**src/rtl/xge_wb_master_if.sv**
```systemverilog
// Command/response and Wishbone signal bundle for xge_wb_master.
// cmd_val/cmd_rdy: a command transfers on an edge where both are high; rsp_val is a one-cycle strobe with no back-pressure.
interface xge_wb_master_if;
  logic        cmd_val;
  logic        cmd_rdy;
  logic        cmd_we;
  logic [7:0]  cmd_adr;
  logic [31:0] cmd_dat;
  logic        rsp_val;
  logic [31:0] rsp_dat;
  logic        rsp_err;
  logic        rsp_irq;
  logic [7:0]  wb_adr_o;
  logic [31:0] wb_dat_o;
  logic        wb_we_o;
  logic        wb_cyc_o;
  logic        wb_stb_o;
  logic [31:0] wb_dat_i;
  logic        wb_ack_i;
  logic        wb_int_i;

  modport master (
    input  cmd_val, cmd_we, cmd_adr, cmd_dat, wb_dat_i, wb_ack_i, wb_int_i,
    output cmd_rdy, rsp_val, rsp_dat, rsp_err, rsp_irq,
           wb_adr_o, wb_dat_o, wb_we_o, wb_cyc_o, wb_stb_o
  );

  modport slave (
    output cmd_val, cmd_we, cmd_adr, cmd_dat, wb_dat_i, wb_ack_i, wb_int_i,
    input  cmd_rdy, rsp_val, rsp_dat, rsp_err, rsp_irq,
           wb_adr_o, wb_dat_o, wb_we_o, wb_cyc_o, wb_stb_o
  );
endinterface

```
**src/rtl/xge_wb_master.sv**
```systemverilog
// Single-outstanding Wishbone register master with ack timeout.
// Define XGE_WB_MASTER_IRQ_READ_EN to auto-read IRQ_ADR on a rising wb_int_i.
module xge_wb_master #(
  parameter int unsigned TIMEOUT_CYCLES = 16,
  parameter logic [7:0]  IRQ_ADR        = 8'h08
) (
  input  logic            wb_clk_i,
  input  logic            wb_rst_i,
  xge_wb_master_if.master bus,
  output logic [1:0]      dbg_state
);

  localparam logic [1:0] ST_IDLE = 2'd0;
  localparam logic [1:0] ST_BUS  = 2'd1;
  localparam logic [1:0] ST_DONE = 2'd2;
  localparam logic [7:0] CNT_LAST = 8'(TIMEOUT_CYCLES - 1);

  logic [1:0]  state_q, state_d;
  logic [7:0]  cnt_q, cnt_d;
  logic [7:0]  adr_q, adr_d;
  logic [31:0] dat_q, dat_d;
  logic        we_q, we_d;
  logic        cyc_q, cyc_d;
  logic        rdy_q, rdy_d;
  logic        rsp_val_q, rsp_val_d;
  logic [31:0] rsp_dat_q, rsp_dat_d;
  logic        rsp_err_q, rsp_err_d;
  logic        irq_req;
  logic        pend_next;

`ifdef XGE_WB_MASTER_IRQ_READ_EN
  logic int_q, int_d;
  logic pend_q, pend_d;
  logic irq_txn_q, irq_txn_d;
  logic rsp_irq_q, rsp_irq_d;
  logic int_rise;

  assign int_rise  = bus.wb_int_i & ~int_q;
  assign int_d     = bus.wb_int_i;
  assign irq_req   = pend_q;
  assign pend_next = pend_d;
  assign bus.rsp_irq = rsp_irq_q;
`else
  wire [8:0] unused_irq = {bus.wb_int_i, IRQ_ADR};
  assign irq_req   = 1'b0;
  assign pend_next = 1'b0;
  assign bus.rsp_irq = 1'b0;
`endif

  always_comb begin
    state_d   = state_q;
    cnt_d     = cnt_q;
    adr_d     = adr_q;
    dat_d     = dat_q;
    we_d      = we_q;
    cyc_d     = cyc_q;
    rsp_val_d = 1'b0;
    rsp_dat_d = rsp_dat_q;
    rsp_err_d = rsp_err_q;
`ifdef XGE_WB_MASTER_IRQ_READ_EN
    pend_d    = pend_q;
    irq_txn_d = irq_txn_q;
    rsp_irq_d = rsp_irq_q;
`endif
    case (state_q)
      ST_IDLE: begin
        // A pending interrupt read outranks any user command.
        if (irq_req) begin
          adr_d   = IRQ_ADR;
          dat_d   = '0;
          we_d    = 1'b0;
          cyc_d   = 1'b1;
          cnt_d   = '0;
          state_d = ST_BUS;
`ifdef XGE_WB_MASTER_IRQ_READ_EN
          pend_d    = 1'b0;
          irq_txn_d = 1'b1;
`endif
        end else if (bus.cmd_val && rdy_q) begin
          adr_d   = bus.cmd_adr;
          dat_d   = bus.cmd_dat;
          we_d    = bus.cmd_we;
          cyc_d   = 1'b1;
          cnt_d   = '0;
          state_d = ST_BUS;
`ifdef XGE_WB_MASTER_IRQ_READ_EN
          irq_txn_d = 1'b0;
`endif
        end
      end
      ST_BUS: begin
        cnt_d = cnt_q + 8'd1;
        if (bus.wb_ack_i) begin
          rsp_dat_d = we_q ? 32'h0 : bus.wb_dat_i;
          rsp_err_d = 1'b0;
          rsp_val_d = 1'b1;
          cyc_d     = 1'b0;
          state_d   = ST_DONE;
`ifdef XGE_WB_MASTER_IRQ_READ_EN
          rsp_irq_d = irq_txn_q;
`endif
        end else if (cnt_q == CNT_LAST) begin
          rsp_dat_d = 32'h0;
          rsp_err_d = 1'b1;
          rsp_val_d = 1'b1;
          cyc_d     = 1'b0;
          state_d   = ST_DONE;
`ifdef XGE_WB_MASTER_IRQ_READ_EN
          rsp_irq_d = irq_txn_q;
`endif
        end
      end
      ST_DONE: state_d = ST_IDLE;
      default: state_d = ST_IDLE;
    endcase
`ifdef XGE_WB_MASTER_IRQ_READ_EN
    // New edges merge into the flag, including during an in-flight IRQ read.
    if (int_rise) pend_d = 1'b1;
`endif
    rdy_d = (state_d == ST_IDLE) && !pend_next;
  end

  always_ff @(posedge wb_clk_i) begin
    if (wb_rst_i) begin
      state_q   <= ST_IDLE;
      cnt_q     <= '0;
      adr_q     <= '0;
      dat_q     <= '0;
      we_q      <= 1'b0;
      cyc_q     <= 1'b0;
      rdy_q     <= 1'b0;
      rsp_val_q <= 1'b0;
      rsp_dat_q <= '0;
      rsp_err_q <= 1'b0;
`ifdef XGE_WB_MASTER_IRQ_READ_EN
      int_q     <= 1'b0;
      pend_q    <= 1'b0;
      irq_txn_q <= 1'b0;
      rsp_irq_q <= 1'b0;
`endif
    end else begin
      state_q   <= state_d;
      cnt_q     <= cnt_d;
      adr_q     <= adr_d;
      dat_q     <= dat_d;
      we_q      <= we_d;
      cyc_q     <= cyc_d;
      rdy_q     <= rdy_d;
      rsp_val_q <= rsp_val_d;
      rsp_dat_q <= rsp_dat_d;
      rsp_err_q <= rsp_err_d;
`ifdef XGE_WB_MASTER_IRQ_READ_EN
      int_q     <= int_d;
      pend_q    <= pend_d;
      irq_txn_q <= irq_txn_d;
      rsp_irq_q <= rsp_irq_d;
`endif
    end
  end

  assign bus.cmd_rdy  = rdy_q;
  assign bus.rsp_val  = rsp_val_q;
  assign bus.rsp_dat  = rsp_dat_q;
  assign bus.rsp_err  = rsp_err_q;
  assign bus.wb_adr_o = adr_q;
  assign bus.wb_dat_o = dat_q;
  assign bus.wb_we_o  = we_q;
  assign bus.wb_cyc_o = cyc_q;
  assign bus.wb_stb_o = cyc_q;
  assign dbg_state    = state_q;

endmodule
```
**src/flat_wrapper.sv**
```systemverilog
// flat-port wrapper written by rule: the top's interface ports become plain ports
module xge_wb_master_flat 
#(
  parameter int unsigned TIMEOUT_CYCLES = 16,
  parameter logic [7:0]  IRQ_ADR        = 8'h08
)
  (wb_clk_i, wb_rst_i, dbg_state, bus_cmd_val, bus_cmd_we, bus_cmd_adr, bus_cmd_dat, bus_wb_dat_i, bus_wb_ack_i, bus_wb_int_i, bus_cmd_rdy, bus_rsp_val, bus_rsp_dat, bus_rsp_err, bus_rsp_irq, bus_wb_adr_o, bus_wb_dat_o, bus_wb_we_o, bus_wb_cyc_o, bus_wb_stb_o);
  xge_wb_master_if bus_i ();
  input  logic wb_clk_i;
  input  logic wb_rst_i;
  output logic [1:0] dbg_state;
  input wire logic [$bits(bus_i.cmd_val)-1:0] bus_cmd_val;
  input wire logic [$bits(bus_i.cmd_we)-1:0] bus_cmd_we;
  input wire logic [$bits(bus_i.cmd_adr)-1:0] bus_cmd_adr;
  input wire logic [$bits(bus_i.cmd_dat)-1:0] bus_cmd_dat;
  input wire logic [$bits(bus_i.wb_dat_i)-1:0] bus_wb_dat_i;
  input wire logic [$bits(bus_i.wb_ack_i)-1:0] bus_wb_ack_i;
  input wire logic [$bits(bus_i.wb_int_i)-1:0] bus_wb_int_i;
  output wire logic [$bits(bus_i.cmd_rdy)-1:0] bus_cmd_rdy;
  output wire logic [$bits(bus_i.rsp_val)-1:0] bus_rsp_val;
  output wire logic [$bits(bus_i.rsp_dat)-1:0] bus_rsp_dat;
  output wire logic [$bits(bus_i.rsp_err)-1:0] bus_rsp_err;
  output wire logic [$bits(bus_i.rsp_irq)-1:0] bus_rsp_irq;
  output wire logic [$bits(bus_i.wb_adr_o)-1:0] bus_wb_adr_o;
  output wire logic [$bits(bus_i.wb_dat_o)-1:0] bus_wb_dat_o;
  output wire logic [$bits(bus_i.wb_we_o)-1:0] bus_wb_we_o;
  output wire logic [$bits(bus_i.wb_cyc_o)-1:0] bus_wb_cyc_o;
  output wire logic [$bits(bus_i.wb_stb_o)-1:0] bus_wb_stb_o;
  assign bus_i.cmd_val = bus_cmd_val;
  assign bus_i.cmd_we = bus_cmd_we;
  assign bus_i.cmd_adr = bus_cmd_adr;
  assign bus_i.cmd_dat = bus_cmd_dat;
  assign bus_i.wb_dat_i = bus_wb_dat_i;
  assign bus_i.wb_ack_i = bus_wb_ack_i;
  assign bus_i.wb_int_i = bus_wb_int_i;
  assign bus_cmd_rdy = bus_i.cmd_rdy;
  assign bus_rsp_val = bus_i.rsp_val;
  assign bus_rsp_dat = bus_i.rsp_dat;
  assign bus_rsp_err = bus_i.rsp_err;
  assign bus_rsp_irq = bus_i.rsp_irq;
  assign bus_wb_adr_o = bus_i.wb_adr_o;
  assign bus_wb_dat_o = bus_i.wb_dat_o;
  assign bus_wb_we_o = bus_i.wb_we_o;
  assign bus_wb_cyc_o = bus_i.wb_cyc_o;
  assign bus_wb_stb_o = bus_i.wb_stb_o;
  xge_wb_master #(.TIMEOUT_CYCLES(TIMEOUT_CYCLES), .IRQ_ADR(IRQ_ADR)) u_core (.wb_clk_i(wb_clk_i), .wb_rst_i(wb_rst_i), .bus(bus_i), .dbg_state(dbg_state));
endmodule
```
**config.mk**
```make
export PLATFORM = sky130hd
export DESIGN_NAME = xge_wb_master_flat
export DESIGN_NICKNAME = d
export VERILOG_FILES = /design/src/rtl/xge_wb_master_if.sv /design/src/rtl/xge_wb_master.sv /design/src/flat_wrapper.sv
export SDC_FILE = /design/constraint.sdc
export NUM_CORES = 1
export LEC_CHECK = 0
export CORE_UTILIZATION = 45
export DETAILED_ROUTE_END_ITERATION = 8
export PLACE_DENSITY = 0.86
export SLEW_MARGIN = 10
export SYNTH_ARGS = -nofsm -noshare
export SYNTH_HDL_FRONTEND = slang
export SYNTH_SLANG_ARGS = --single-unit
```
**constraint.sdc**
```tcl
create_clock -name wb_clk_i -period 2.4 [get_ports wb_clk_i]
set_input_delay 0.48 -clock wb_clk_i [delete_from_list [all_inputs] [get_ports wb_clk_i]]
set_output_delay 0.48 -clock wb_clk_i [all_outputs]
set_load 0.02 [all_outputs]
```
==> results.yml, run 1 <==
global_route:
  grt_pass1_vias: 3359
  antenna_found_initial: 0
  grt_max_degree: 56
  overflow: 0
  grt_pass1_wl_mm: 15.6
  grt_usage: 0.231
clock_network:
  path_clk_slew_ps: 90
  cts-root-buf: "clkbuf_8"
  cts_hold_buffers: 0
  post_cts_buffers: 0
  cts_buffers: 9
  cts_tree: "done"
  clock_latency_ps: 340
  htreeDepth: 3
  cts.path.max_buffers: 2
  cts_repair_resize_count: 0
  cts_sinks: 87
sta:
  fin_setup_tns_ps: 0
  setup_viol: 0
  finalHoldViolCount: 0
  hold_slack_ps: 457
  relSlewSlack: 0.568
  fin_crit_ps: 2070
  rsz0062_at_grt: "false"
  setup_ws_ps: 331
  clock_skew_ps: 11.1
  fmax_mhz: 483
  fin_crit_sh: 0.862
  finalMaxSlewViolations: 0
  worst_pin_slew_ps: 647
pwr:
  ir_drop_mv: 0.332
  p_per_area_nw_per_um2: 581
  power_frac_seq: 0.498
  pwr-share-comb: 0.191
  switchingPower_mw: 0.828
  internal-power_mw: 2.29
  leakage_nw: 2.14
  p_clk_frac: 0.311
  switching_share: 0.266
cells_and_area:
  stdcell_area_um2: 5370
  antenna_cells: 0
  layout-drive-gt1-share: 0.0610
  area_growth_pct: 51.5
  layout.nets: 615
  final_core_util: 0.699
worst_setup_path:
  crit_chain: "clkdlybuf4s50_1"
  cp_max_fo: 9
  cp_slowest_stage_delay_ps: 700
  regToRegEndpoint: "u_core.bus.rsp_dat[2]"
  worstPathArrival_ps: 1590
  path_class: "reg2out"
  required_ps: 1920
  end_kind: "output port"
  cpLargestDelayFamily: "buffers and inverters"
  regToRegSetupSlack_ps: 630
  path_buf_inv: 1
  r2r-start: "u_core.cnt_q[4]"
  cp_slowest_cell: "clkdlybuf4s50_1"
  rr_worst_depth: 4
  cp-start-kind: "flip-flop"
die:
  io_pins: 159
  num_rows: 32
  core_area_um2: 7690
  dieArea_um2: 8240
  chipHeight_um: 90.8
  initial_core_util: 0.461
  fp.dieW_um: 90.8
detailed_routing:
  vias_per_cell: 5.30
  drc_errors: 0
  ant_nets: 0
  vias: 3407
  wl_per_cell_um: 14.6
  first_pass_iters: 5
  wl_mm: 9.38
  drt_iter0_drc: 121
hold_path:
  min_path_type: "reg2reg"
  holdPathEnd: "u_core.bus.wb_dat_o[3]"
  min_path_cells: 2
  hp-start: "u_core.bus.wb_dat_o[3]"
place:
  dp_hpwl_mm: 6.49
  place_area_um2: 5180
  place.gp.congestion: 0.804
  pre_cts_slack_ps: 338
  port_buffers: 156
synthesis:
  mappedNetlistArea_um2: 3550
  synth_top_area_cell: "dfxtp_1"
  synthTopCellsByArea: "dfxtp_1 49%, nand2_1 9.2%, a32o_1 8.8%"
  ys_ff_latch: 87
  yosysWarnings: 0
  syn_inst: 396
  synth_nets: 475
  synth_cell_types: 37
  synth_area_per_cell_um2: 8.95
  synth_top_area_share: 0.491
  yosysSeqAreaShare: 0.491
job:
  drv_cap: 0
status:
  run_status: "completed"
-- final cells by class --
| type | count | area [um^2] |
|---|---|---|
| timing repair buffer | 166 | 1670 |
| clock inverter | 4 | 27.5 |
| multi-input combinational | 269 | 1630 |
| sequential | 87 | 1740 |
| fill | 589 | 2320 |
| tap | 102 | 128 |
| inverter | 3 | 11.3 |
| clock buffer | 12 | 165 |
-- stage by stage --
step | instances | power (mW)
2_1_floorplan | 396 | 1.87
5_1_grt | 643 | 3.27
6_report | 643 | 3.12
3_3_place_gp | 627 | 2.17
3_5_place_dp | 627 | 2.18
4_1_cts | 643 | 3.15
-- flip-flops by register name, indices dropped and copies added, names as in the netlist --
register,count
u_core.bus.cmd_rdy,1
u_core.bus.rsp_dat,32
u_core.bus.rsp_err,1
u_core.bus.rsp_val,1
u_core.bus.wb_adr_o,8
u_core.bus.wb_cyc_o,1
u_core.bus.wb_dat_o,32
u_core.bus.wb_we_o,1
u_core.cnt_q,8
u_core.dbg_state,2
-- worst max path at each step --
stage	start	end	slack (ps)	depth (start not counted)
after floorplan	wb_rst_i	u_core.bus.rsp_dat[25]	790	5
after global placement	bus_wb_ack_i	u_core.bus.rsp_dat[1]	390	5
after detailed placement	bus_cmd_val	u_core.bus.wb_dat_o[16]	340	5
after CTS	u_core.dbg_state[1]	dbg_state[1]	310	1
after global routing	u_core.dbg_state[1]	dbg_state[1]	270	1
final	u_core.dbg_state[1]	dbg_state[1]	330	1
-- kinds of logic (layout without fill, tap and decap cells) --
kind of cell,count (synthesis),count (layout),share of synthesized area
flip-flops,87,87,0.491
buffers and inverters,40,185,0.0593
AO/OA/AOI/OAI,131,131,0.265
AND/OR/NAND/NOR,136,136,0.180
adder cells (fa/ha/maj),1,1,0.00353
other,1,1,0.00106
-- cell usage in the layout (no fill, tap or decap), types with 3 or more instances in the layout --
| cell type | n |
|---|---|
| a32o_1 | 31 |
| o21ai_0 | 4 |
| dfxtp_1 | 87 |
| nand2_1 | 87 |
| clkdlybuf4s50_1 | 155 |
| nor2b_1 | 30 |
| clkbuf_8 | 12 |
| a21oi_1 | 51 |
| buf_12 | 3 |
| a211oi_1 | 3 |
| buf_4 | 7 |
| nor2_1 | 4 |
| a21o_1 | 29 |
| o211ai_1 | 3 |
-- cell usage after synthesis, drive strengths merged --
cell type   n
o21ai       4
nor4bb      2
clkbuf     21
buf        16
a21oi      51
nand2      87
nand3       2
a41oi       1
o41ai       1
o211ai      3
nand2b      1
dfxtp      87
o21a        2
nor2b      30
nor3        1
a311oi      2
o311ai      1
ha          1
and2b       2
a32o       31
a21o       31
a211oi      3
nand4bb     1
o22ai       1
inv         2
nor2        4
nand4b      1
and3        1
or3         2
or4         2
conb        1
clkinv      1
-- power groups by stage --
| stage | Sequential, mW | Clock (mW) | Combinational, mW |
|---|---|---|---|
| after floorplan | 1.66 | 0 | 0.203 |
| after global placement | 1.58 | 0 | 0.586 |
| after detailed placement | 1.59 | 0 | 0.598 |
| after CTS | 1.55 | 1.00 | 0.601 |
| after global routing | 1.56 | 1.06 | 0.641 |
| final | 1.55 | 0.970 | 0.597 |
-- routing by layer --
metal | vias to the layer above | wire length (um) | global-route usage
met5 | - | 0 | 0
met4 | 0 | 136 | 0.0979
met3 | 10 | 673 | 0.0589
met2 | 110 | 4660 | 0.401
met1 | 1613 | 3920 | 0.268
li1 | 1674 | - | -
Note: power is estimated with default switching activity, not from simulation.
==> run 2: changes to the inputs <==
--- a/config.mk
+++ b/config.mk
@@ -7,6 +7,7 @@
 export LEC_CHECK = 0
 export CORE_UTILIZATION = 45
 export DETAILED_ROUTE_END_ITERATION = 8
+export GPL_ROUTABILITY_DRIVEN = 0
 export PLACE_DENSITY = 0.86
 export SLEW_MARGIN = 10
 export SYNTH_ARGS = -nofsm -noshare
==> results of run 2 <==
The final DEF is identical to that of run 1; final timing and power are the same.
